## src/rtl/div_4b.sv

```systemverilog
// div_4b: sequential unsigned restoring divider.
// One trial subtraction per clock. Quotient and remainder appear after WIDTH
// iterations and are announced by a one-cycle done pulse. A zero divisor
// completes immediately with an all-ones quotient and the dividend as remainder.
module div_4b #(
    parameter int WIDTH = 4
) (
    input  logic             clk,
    input  logic             rst_n,
    input  logic             start,
    input  logic [WIDTH-1:0] dividend,
    input  logic [WIDTH-1:0] divisor,
    output logic             busy,
    output logic             done,
    output logic [WIDTH-1:0] quotient,
    output logic [WIDTH-1:0] remainder,
    output logic             div_by_zero
);

    localparam int CW = $clog2(WIDTH + 1);

    typedef enum logic [1:0] {
        IDLE = 2'd0,
        RUN  = 2'd1,
        DONE = 2'd2
    } state_t;

    state_t           state, state_nxt;
    logic [WIDTH-1:0] r;          // partial remainder
    logic [WIDTH-1:0] q;          // dividend bits shifting out, quotient bits shifting in
    logic [WIDTH-1:0] dvsr;       // divisor captured at start
    logic [CW-1:0]    count;      // completed iterations
    logic [WIDTH:0]   trial;      // shifted remainder minus divisor, MSB is the borrow
    logic [WIDTH-1:0] r_new;
    logic [WIDTH-1:0] q_new;
    logic             last_iter;

    // One restoring step: shift {r,q} left, try the subtraction, keep it if no borrow.
    always_comb begin
        // NOTE: every always_comb output gets a default first so no path leaves it unassigned (no latch).
        r_new = {r[WIDTH-2:0], q[WIDTH-1]};
        q_new = {q[WIDTH-2:0], 1'b0};
        // r < 2^i after i iterations, so its MSB is 0 here and {r, q[MSB]} is the
        // zero-extended shifted remainder without any truncation.
        trial = {r, q[WIDTH-1]} - {1'b0, dvsr};
        if (!trial[WIDTH]) begin
            r_new = trial[WIDTH-1:0];
            q_new = {q[WIDTH-2:0], 1'b1};
        end
        last_iter = (count == CW'(WIDTH - 1));
    end

    // State register.
    always_ff @(posedge clk or negedge rst_n) begin
        // NOTE: sequential state uses non-blocking assignments so all registers update together.
        if (!rst_n) state <= IDLE;
        else        state <= state_nxt;
    end

    // Next-state logic; start is only honoured in IDLE.
    always_comb begin
        state_nxt = state;
        case (state)
            IDLE: if (start) state_nxt = (divisor == '0) ? DONE : RUN;
            RUN:  if (last_iter) state_nxt = DONE;
            DONE: state_nxt = IDLE;
            default: state_nxt = IDLE;
        endcase
    end

    // Handshake outputs decoded from state.
    always_comb begin
        busy = (state == RUN);
        done = (state == DONE);
    end

    // Datapath: capture operands, iterate, publish results on entry to DONE.
    always_ff @(posedge clk or negedge rst_n) begin
        if (!rst_n) begin
            r           <= '0;
            q           <= '0;
            dvsr        <= '0;
            count       <= '0;
            quotient    <= '0;
            remainder   <= '0;
            div_by_zero <= 1'b0;
        end else begin
            case (state)
                IDLE: begin
                    if (start) begin
                        dvsr        <= divisor;
                        r           <= '0;
                        q           <= dividend;
                        count       <= '0;
                        div_by_zero <= (divisor == '0);
                        if (divisor == '0) begin
                            quotient  <= '1;
                            remainder <= dividend;
                        end
                    end
                end
                RUN: begin
                    r     <= r_new;
                    q     <= q_new;
                    count <= count + 1'b1;
                    if (last_iter) begin
                        quotient  <= q_new;
                        remainder <= r_new;
                    end
                end
                default: ;
            endcase
        end
    end

endmodule

```

## config.mk

```make
export PLATFORM = sky130hd
export DESIGN_NAME = div_4b
export DESIGN_NICKNAME = d
export VERILOG_FILES = /design/src/rtl/div_4b.sv
export SDC_FILE = /design/constraint.sdc
export NUM_CORES = 1
export LEC_CHECK = 0
export ABC_AREA = 1
export BUFFER_PORTS_ARGS = -buffer_cell sky130_fd_sc_hd__buf_2
export CAP_MARGIN = 20
export CORE_MARGIN = 4
export CORE_UTILIZATION = 45
export CTS_CLUSTER_DIAMETER = 150
export DETAILED_ROUTE_END_ITERATION = 10
export PLACE_DENSITY = 0.76
export SKIP_LAST_GASP = 1
export SYNTH_ARGS = -nofsm -noshare
export SYNTH_HDL_FRONTEND = slang
export SYNTH_SLANG_ARGS = --single-unit
export TNS_END_PERCENT = 1
```

## constraint.sdc

```tcl
create_clock -name clk -period 2.2 [get_ports clk]
set_input_delay 0.44 -clock clk [delete_from_list [all_inputs] [get_ports clk]]
set_output_delay 0.44 -clock clk [all_outputs]
set_load 0.03 [all_outputs]
```

==> summary.md, run 1 <==
| Metric | Value |
|---|---|
| Critical path fanouts, max | 5 |
| Largest net degree at the start of global routing | 27 |
| Vias per inst | 5.06 |
| DRT antenna net count | 0 |
| Worst setup EP type | register |
| Area post-placement | 0.00150 mm2 |
| # fillers | 263 |
| Reg clk slew, reported paths | 0.15 ns |
| Critical Path RT | 2.49 ns |
| Worst-skew pair later-pin latency | roughly 0.33 ns |
| Area share of fa/ha/maj cells after synthesis | 6.92% |
| Post-synthesis xor/xnor area fraction | less than 1% |
| Wl on met1 | about 1300 um |
| Overall routed net length | 2600 um |
| Post-synth cell types | 25 |
| Relative slew slack | between 60% and 70% |
| Vias | 1104 |
| Die boundary height | 63.3 um |
| Core area | 0.00283 mm2 |
| Fin. max-slew vios | 0 |
| Outcome | finished, final reports clean |
| Leak | approximately 0.83 nW |
| Power per cell area | around 1600 mW/mm2 |
| Placed Cells | 214 |
| Max Fclk | 538 MHz |
| Grt total ovfl | 0 |
| Crit start category | register |
| IO Port Bufs | 21 |
| Worst-Margin Slew | 0.573 ns |
| Fin area | 0.00154 mm2 |
| Num ports | 22 |
| CTS tree | yes |
| Setup violations, final | 0 |
| Nets | 206 |
| Final hold violation count | 0 |
| Compound-Gate Fraction of Synth Area | 10.8% |
| P&R area growth vs syn | 11.9% |
| Vias in the first global route | 1092 |
| Post-synthesis mux area share | less than 1% |
| Met2 Wirelength | around 1200 um |
| Setup TNS | 0 ns |
| Crit Path Class | reg -> reg |
| RSZ-0062 raised after global routing | no |
| Worst Hold Class | in -> async |
| CTS Hold Bufs | 0 |
| Number of buffers created by CTS | 3 |
| DR top layer | met4 |
| CP max stage delay | 0.41 ns |
| Fin Clk Skew | roughly 0.019 ns |
| Number of diodes | 0 |
| Dpl hpwl | 1990 um |
| Period utilization | between 80% and 90% |
| First-iteration detailed-routing DRC count | 73 |
| Total power | 2.50 mW |
| Initial core utilization | 48.6% |
| CTS Buffer Depth | 2 |
| RePlAce Congestion | 0.938 |
| Share of layout cells above drive strength 1 | approximately 20% |
| Post-CTS setup buffer count | 0 |
| Hold WS | 0.0802 ns |
| Avg Synthesized Cell Area | 8.33 um2 |
| Routed wl met3 | 78 um |
| Post-synthesis cell area | around 0.0014 mm2 |
| H-tree depth | 1 |
| Fin cells | 218 |
| Total track usage | 14.2% |
| Site Rows | 19 |
| Most used cell, CP | nand2_1 |
| Pre-CTS setup slack | 0.369 ns |
| Worst VDD drop | 828 uV |
| First-pass GRT wire length | 4640 um |
| Sequential element share of the synthesized area | 47.3% |
| Multi-input logic area | between 500 and 600 um2 |
| Slowest cell on crit path | fa_1 |
| DR pass1 iterations | 4 |
| CP Cell Sequence | inv_1 > ha_1 > fa_1 > inv_1 > nand2_1 > nand2_1 > nand3_1 > nand2_1 > nand3_1 > nand3_1 > nand2_1 > inv_1 |
| Syn Nets | 183 |
| Max cap viols | 0 |
| Main combinational cell family by area after synthesis | simple AND/OR/NAND/NOR gates |
| CTS Root Cell | clkbuf_4 |
| Final Util | a little over half |
| Die W | 63.3 um |
| Min Clock Period, post-route | 1.86 ns |
| Worst EP arrival | 2.14 ns |
| Register Area | 651 um2 |
| Yosys warns | 0 |
| Post-cts sizing count | 0 |
| Full die area | 0.00400 mm2 |
| DR WL/cell | between 10 and 15 um |
| Setup ws final | 0.342 ns |
| Num Clock Sinks | 26 |
| Synth Register Bits | 26 |
| Residual DRC | 0 |
| Synth Area in Simple Gates | 23.3% |
| Antenna violations before repair | 0 |
| Synth Instances | 165 |
worst max-delay path: cells and delay by family (launching register included):
kind                       cells  cell delay (ns)
adders and majority gates      2             0.63
buffers and inverters          3             0.19
DFF                            1             0.37
and+or+nand+nor                7             0.65
cells in the mapped netlist (all sizes together):
master / n / area (um2)
inv: 31 / 116
nand2: 29 / 119
dfrtp: 26 / 651
nand3: 23 / 115
nor2: 15 / 61.3
o21ai: 11 / 66.3
ha: 6 / 75.1
a31oi: 5 / 31.3
or2: 4 / 25.0
a21oi: 3 / 15.0
buf: 2 / 16.3
clkbuf: 2 / 7.51
o211ai: 2 / 15.0
o22ai: 2 / 12.5
a22o: 1 / 8.76
fa: 1 / 20.0
mux2: 1 / 11.3
xnor2: 1 / 8.76
layer usage:
metal / global-route usage, % / up-vias
li1: - / 575
met1: 18.6 / 509
met2: 23.8 / 18
met3: 3.73 / 2
met4: 2.43 / 0
met5: 0 / -
path summary, 6_finish.rpt:
path / startpoint / to / slack [ns] / cells after the start
max: q[3] / remainder[3] / 0.34 / 12
min: rst_n / q[1] / 0.08 / 1
max reg2reg: q[3] / remainder[3] / 0.34 / 12
min reg2reg: div_by_zero / div_by_zero / 0.51 / 2
max in group asynchronous: rst_n / dvsr[3] / 1.72 / 1
min in group clk: divisor[0] / dvsr[0] / 0.37 / 2
cell type report:
class                      instances  share of cell area, %
tap                               31                   2.52
multi-input combinational        104                   38.0
clock buffer                       4                   2.36
sequential                        26                   42.3
inverter                          31                   7.56
timing repair buffer              22                   7.32
cell families after synthesis:
group | Yosys count
AOI/OAI and AO/OA | 24
DFF | 26
muxes | 1
adders and majority gates | 7
xor gates and xnor gates | 1
and+or+nand+nor | 71
buffers and inverters | 35
state kept, by name, indices dropped and copies added, names as in the netlist:
name         count
dvsr             4
quotient         4
r                4
state            2
q                4
count            3
remainder        4
div_by_zero      1
layout by cell type, fill, tap and decap left out, types with 3 or more instances in the layout:
master	n
buf_2	21
o21ai_0	10
a21oi_1	3
ha_1	6
nand2_1	27
clkbuf_4	3
dfrtp_1	26
inv_1	29
nand3_1	23
nor2_1	13
or2_2	3
a31oi_1	5
power breakdown:
part	internal, mW	switching [mW]	leakage [nW]
sequential	0.688	0.117	0.311
clock	0.101	0.139	0.0210
combinational	0.504	0.948	0.501
total	1.29	1.20	0.833
(Power assumes the default switching activity.)
==> run 2, diff against run 1 <==
- clock period: 2.2 -> 1.93 ns (I/O delays scaled with it)
==> summary.md, run 2 (synthesis gave the netlist of run 1 again) <==
| Metric | Value |
|---|---|
| CP max stage delay | 0.37 ns (was 0.41 ns) |
| CP Cell Sequence | inv_1 > ha_1 > fa_2 > inv_1 > nand2_1 > nand2_1 > nand3_1 > nand2_2 > nand3_1 > nand3_1 > nand2_1 > inv_1 (was inv_1 > ha_1 > fa_1 > inv_1 > nand2_1 > nand2_1 > nand3_1 > nand2_1 > nand3_1 > nand3_1 > nand2_1 > inv_1) |
| IO Port Bufs | 21 (unchanged) |
| Fin Clk Skew | 0.00196 ns (was 0.0186 ns) |
| Worst VDD drop | 920 uV (was 828 uV) |
| Most frequent cells in the layout | inv_1, dfrtp_1, nand2_1 (was inv_1, nand2_1, dfrtp_1) |
| Grt total ovfl | 0 (unchanged) |
| Antenna violations before repair | 0 (unchanged) |
| Worst EP arrival | 2.03 ns (was 2.14 ns) |
| Worst-Margin Slew | 0.564 ns (was 0.573 ns) |
| Worst-skew pair later-pin latency | 0.32 ns (was 0.33 ns) |
| DR pass1 iterations | 4 (unchanged) |
| Leak | 0.832 nW (was 0.833 nW) |
| Vias | 1135 (was 1104) |
| CTS Hold Bufs | 0 (unchanged) |
| Num ports | 22 (unchanged) |
| CTS Root Cell | clkbuf_4 (unchanged) |
| Max Fclk | 570 MHz (was 538 MHz) |
| Share of layout cells above drive strength 1 | 21.4% (was 19.8%) |
| Setup violations, final | 0 (unchanged) |
| Post-CTS setup buffer count | 0 (unchanged) |
| Site Rows | 19 (unchanged) |
| Power per cell area | 1860 mW/mm2 (was 1620 mW/mm2) |
| Critical Path RT | 2.21 ns (was 2.49 ns) |
| Cell family with most CP delay | adder cells (was simple AND/OR/NAND/NOR gates) |
| # fillers | 267 (was 263) |
| Worst Hold Class | in -> async (unchanged) |
| Outcome | finished, final reports clean (unchanged) |
| Setup ws final | 0.177 ns (was 0.342 ns) |
| Dpl hpwl | 2070 um (was 1990 um) |
| Period utilization | 90.8% (was 84.5%) |
| Max cap viols | 0 (unchanged) |
| Bufs and invs on worst path | 3 (unchanged) |
| RePlAce Congestion | 0.924 (was 0.938) |
| DRT antenna net count | 0 (unchanged) |
| Nets | 206 (unchanged) |
| Relative slew slack | 62.4% (was 61.8%) |
| First-pass GRT wire length | 4690 um (was 4640 um) |
| Die W | 63.3 um (unchanged) |
| P&R area growth vs syn | 12.5% (was 11.9%) |
| Multi-input logic area | 592 um2 (was 584 um2) |
| Slowest cell on crit path | dfrtp_1 (was fa_1) |
| Die boundary height | 63.3 um (unchanged) |
| Crit start category | register (unchanged) |
| RSZ-0062 raised after global routing | no (unchanged) |
| Vias per inst | 5.21 (was 5.06) |
| Levels on crit path | 12 (unchanged) |
| Final Util | 54.7% (was 54.4%) |
| Placed Cells | 214 (unchanged) |
| Crit Path Class | reg -> reg (unchanged) |
| Final hold violation count | 0 (unchanged) |
| Min Clock Period, post-route | 1.75 ns (was 1.86 ns) |
| H-tree depth | 1 (unchanged) |
| First-iteration detailed-routing DRC count | 28 (was 73) |
| Total track usage | 14.7% (was 14.2%) |
| Num Clock Sinks | 26 (unchanged) |
| CTS Buffer Depth | 2 (unchanged) |
| Residual DRC | 0 (unchanged) |
| Hold WS | 0.0280 ns (was 0.0802 ns) |
| Register Area | 651 um2 (unchanged) |
| Setup TNS | 0 ns (unchanged) |
| Most common cell after layout, fill and taps aside | inv_1 (unchanged) |
| Fin cells | 218 (unchanged) |
| Pre-CTS setup slack | 0.0957 ns (was 0.369 ns) |
| Number of diodes | 0 (unchanged) |
| Largest net degree at the start of global routing | 27 (unchanged) |
| Worst setup EP type | register (unchanged) |
| Number of buffers created by CTS | 3 (unchanged) |
| DR WL/cell | 12.3 um (was 11.9 um) |
| Critical path fanouts, max | 5 (unchanged) |
| CTS tree | yes (unchanged) |
| Reg clk slew, reported paths | 0.14 ns (was 0.15 ns) |
| Initial core utilization | 48.6% (unchanged) |
| Full die area | 0.00400 mm2 (unchanged) |
| R2R cell count | 12 (unchanged) |
| Overall routed net length | 2680 um (was 2600 um) |
| Core area | 0.00283 mm2 (unchanged) |
| Vias in the first global route | 1077 (was 1092) |
| Fin. max-slew vios | 0 (unchanged) |
-- run 2: repair_timing --
item	CTS	global route
gates resized for setup	0	3
setup endpoints to repair	0	5
endpoints found under the hold margin	0	0
-- run 2: path summary, 6_finish.rpt --
path	from	endpoint	slack [ns]
worst min register to register	count[0]	count[0]	0.51
worst max register to register	q[3]	remainder[2]	0.18
min in group clk	divisor[0]	dvsr[0]	0.31
max in group asynchronous	rst_n	quotient[3]	1.53
worst max-delay path	q[3]	remainder[2]	0.18
worst min-delay path	rst_n	quotient[1]	0.03
-- run 2: layer usage --
layer | part of all wire (%) | GRT usage [%] | up-vias | wire [um]
li1 | - | - | 579 | -
met1 | 49 | 19.1 | 524 | 1310
met2 | 45 | 23.6 | 27 | 1200
met3 | 4.7 | 4.44 | 5 | 126
met4 | 1.5 | 4.85 | 0 | 40
met5 | 0 | 0 | - | 0
-- run 2: final cells by class --
| cell class | count | share of cell area, % |
|---|---|---|
| Sequential cell | 26 | 42.1 |
| Multi-Input combinational cell | 104 | 38.3 |
| Inverter | 31 | 7.52 |
| Timing Repair Buffer | 22 | 7.28 |
| Tap cell | 31 | 2.51 |
| Clock buffer | 4 | 2.35 |
-- run 2: per-stage QoR --
stage / total power, mW / area, um2
CTS: 2.87 / 1540
global placement: 2.52 / 1500
floorplan: 2.22 / 1380
detailed placement: 2.58 / 1500
global route: 3.16 / 1550
finish: 2.87 / 1550
-- run 2: worst reg2reg max path: cells and delay by family, from the launching register on --
kind / cells / cell delay, ns
and+or+nand+nor: 7 / 0.57
buffers and inverters: 3 / 0.18
adders and majority gates: 2 / 0.59
DFF: 1 / 0.37
-- run 2: report_power, final --
group	total, mW	internal (mW)	switching (mW)	leakage, nW
Combinational	1.67	0.588	1.09	0.500
Clock	0.278	0.116	0.163	0.0210
Sequential	0.921	0.784	0.137	0.311
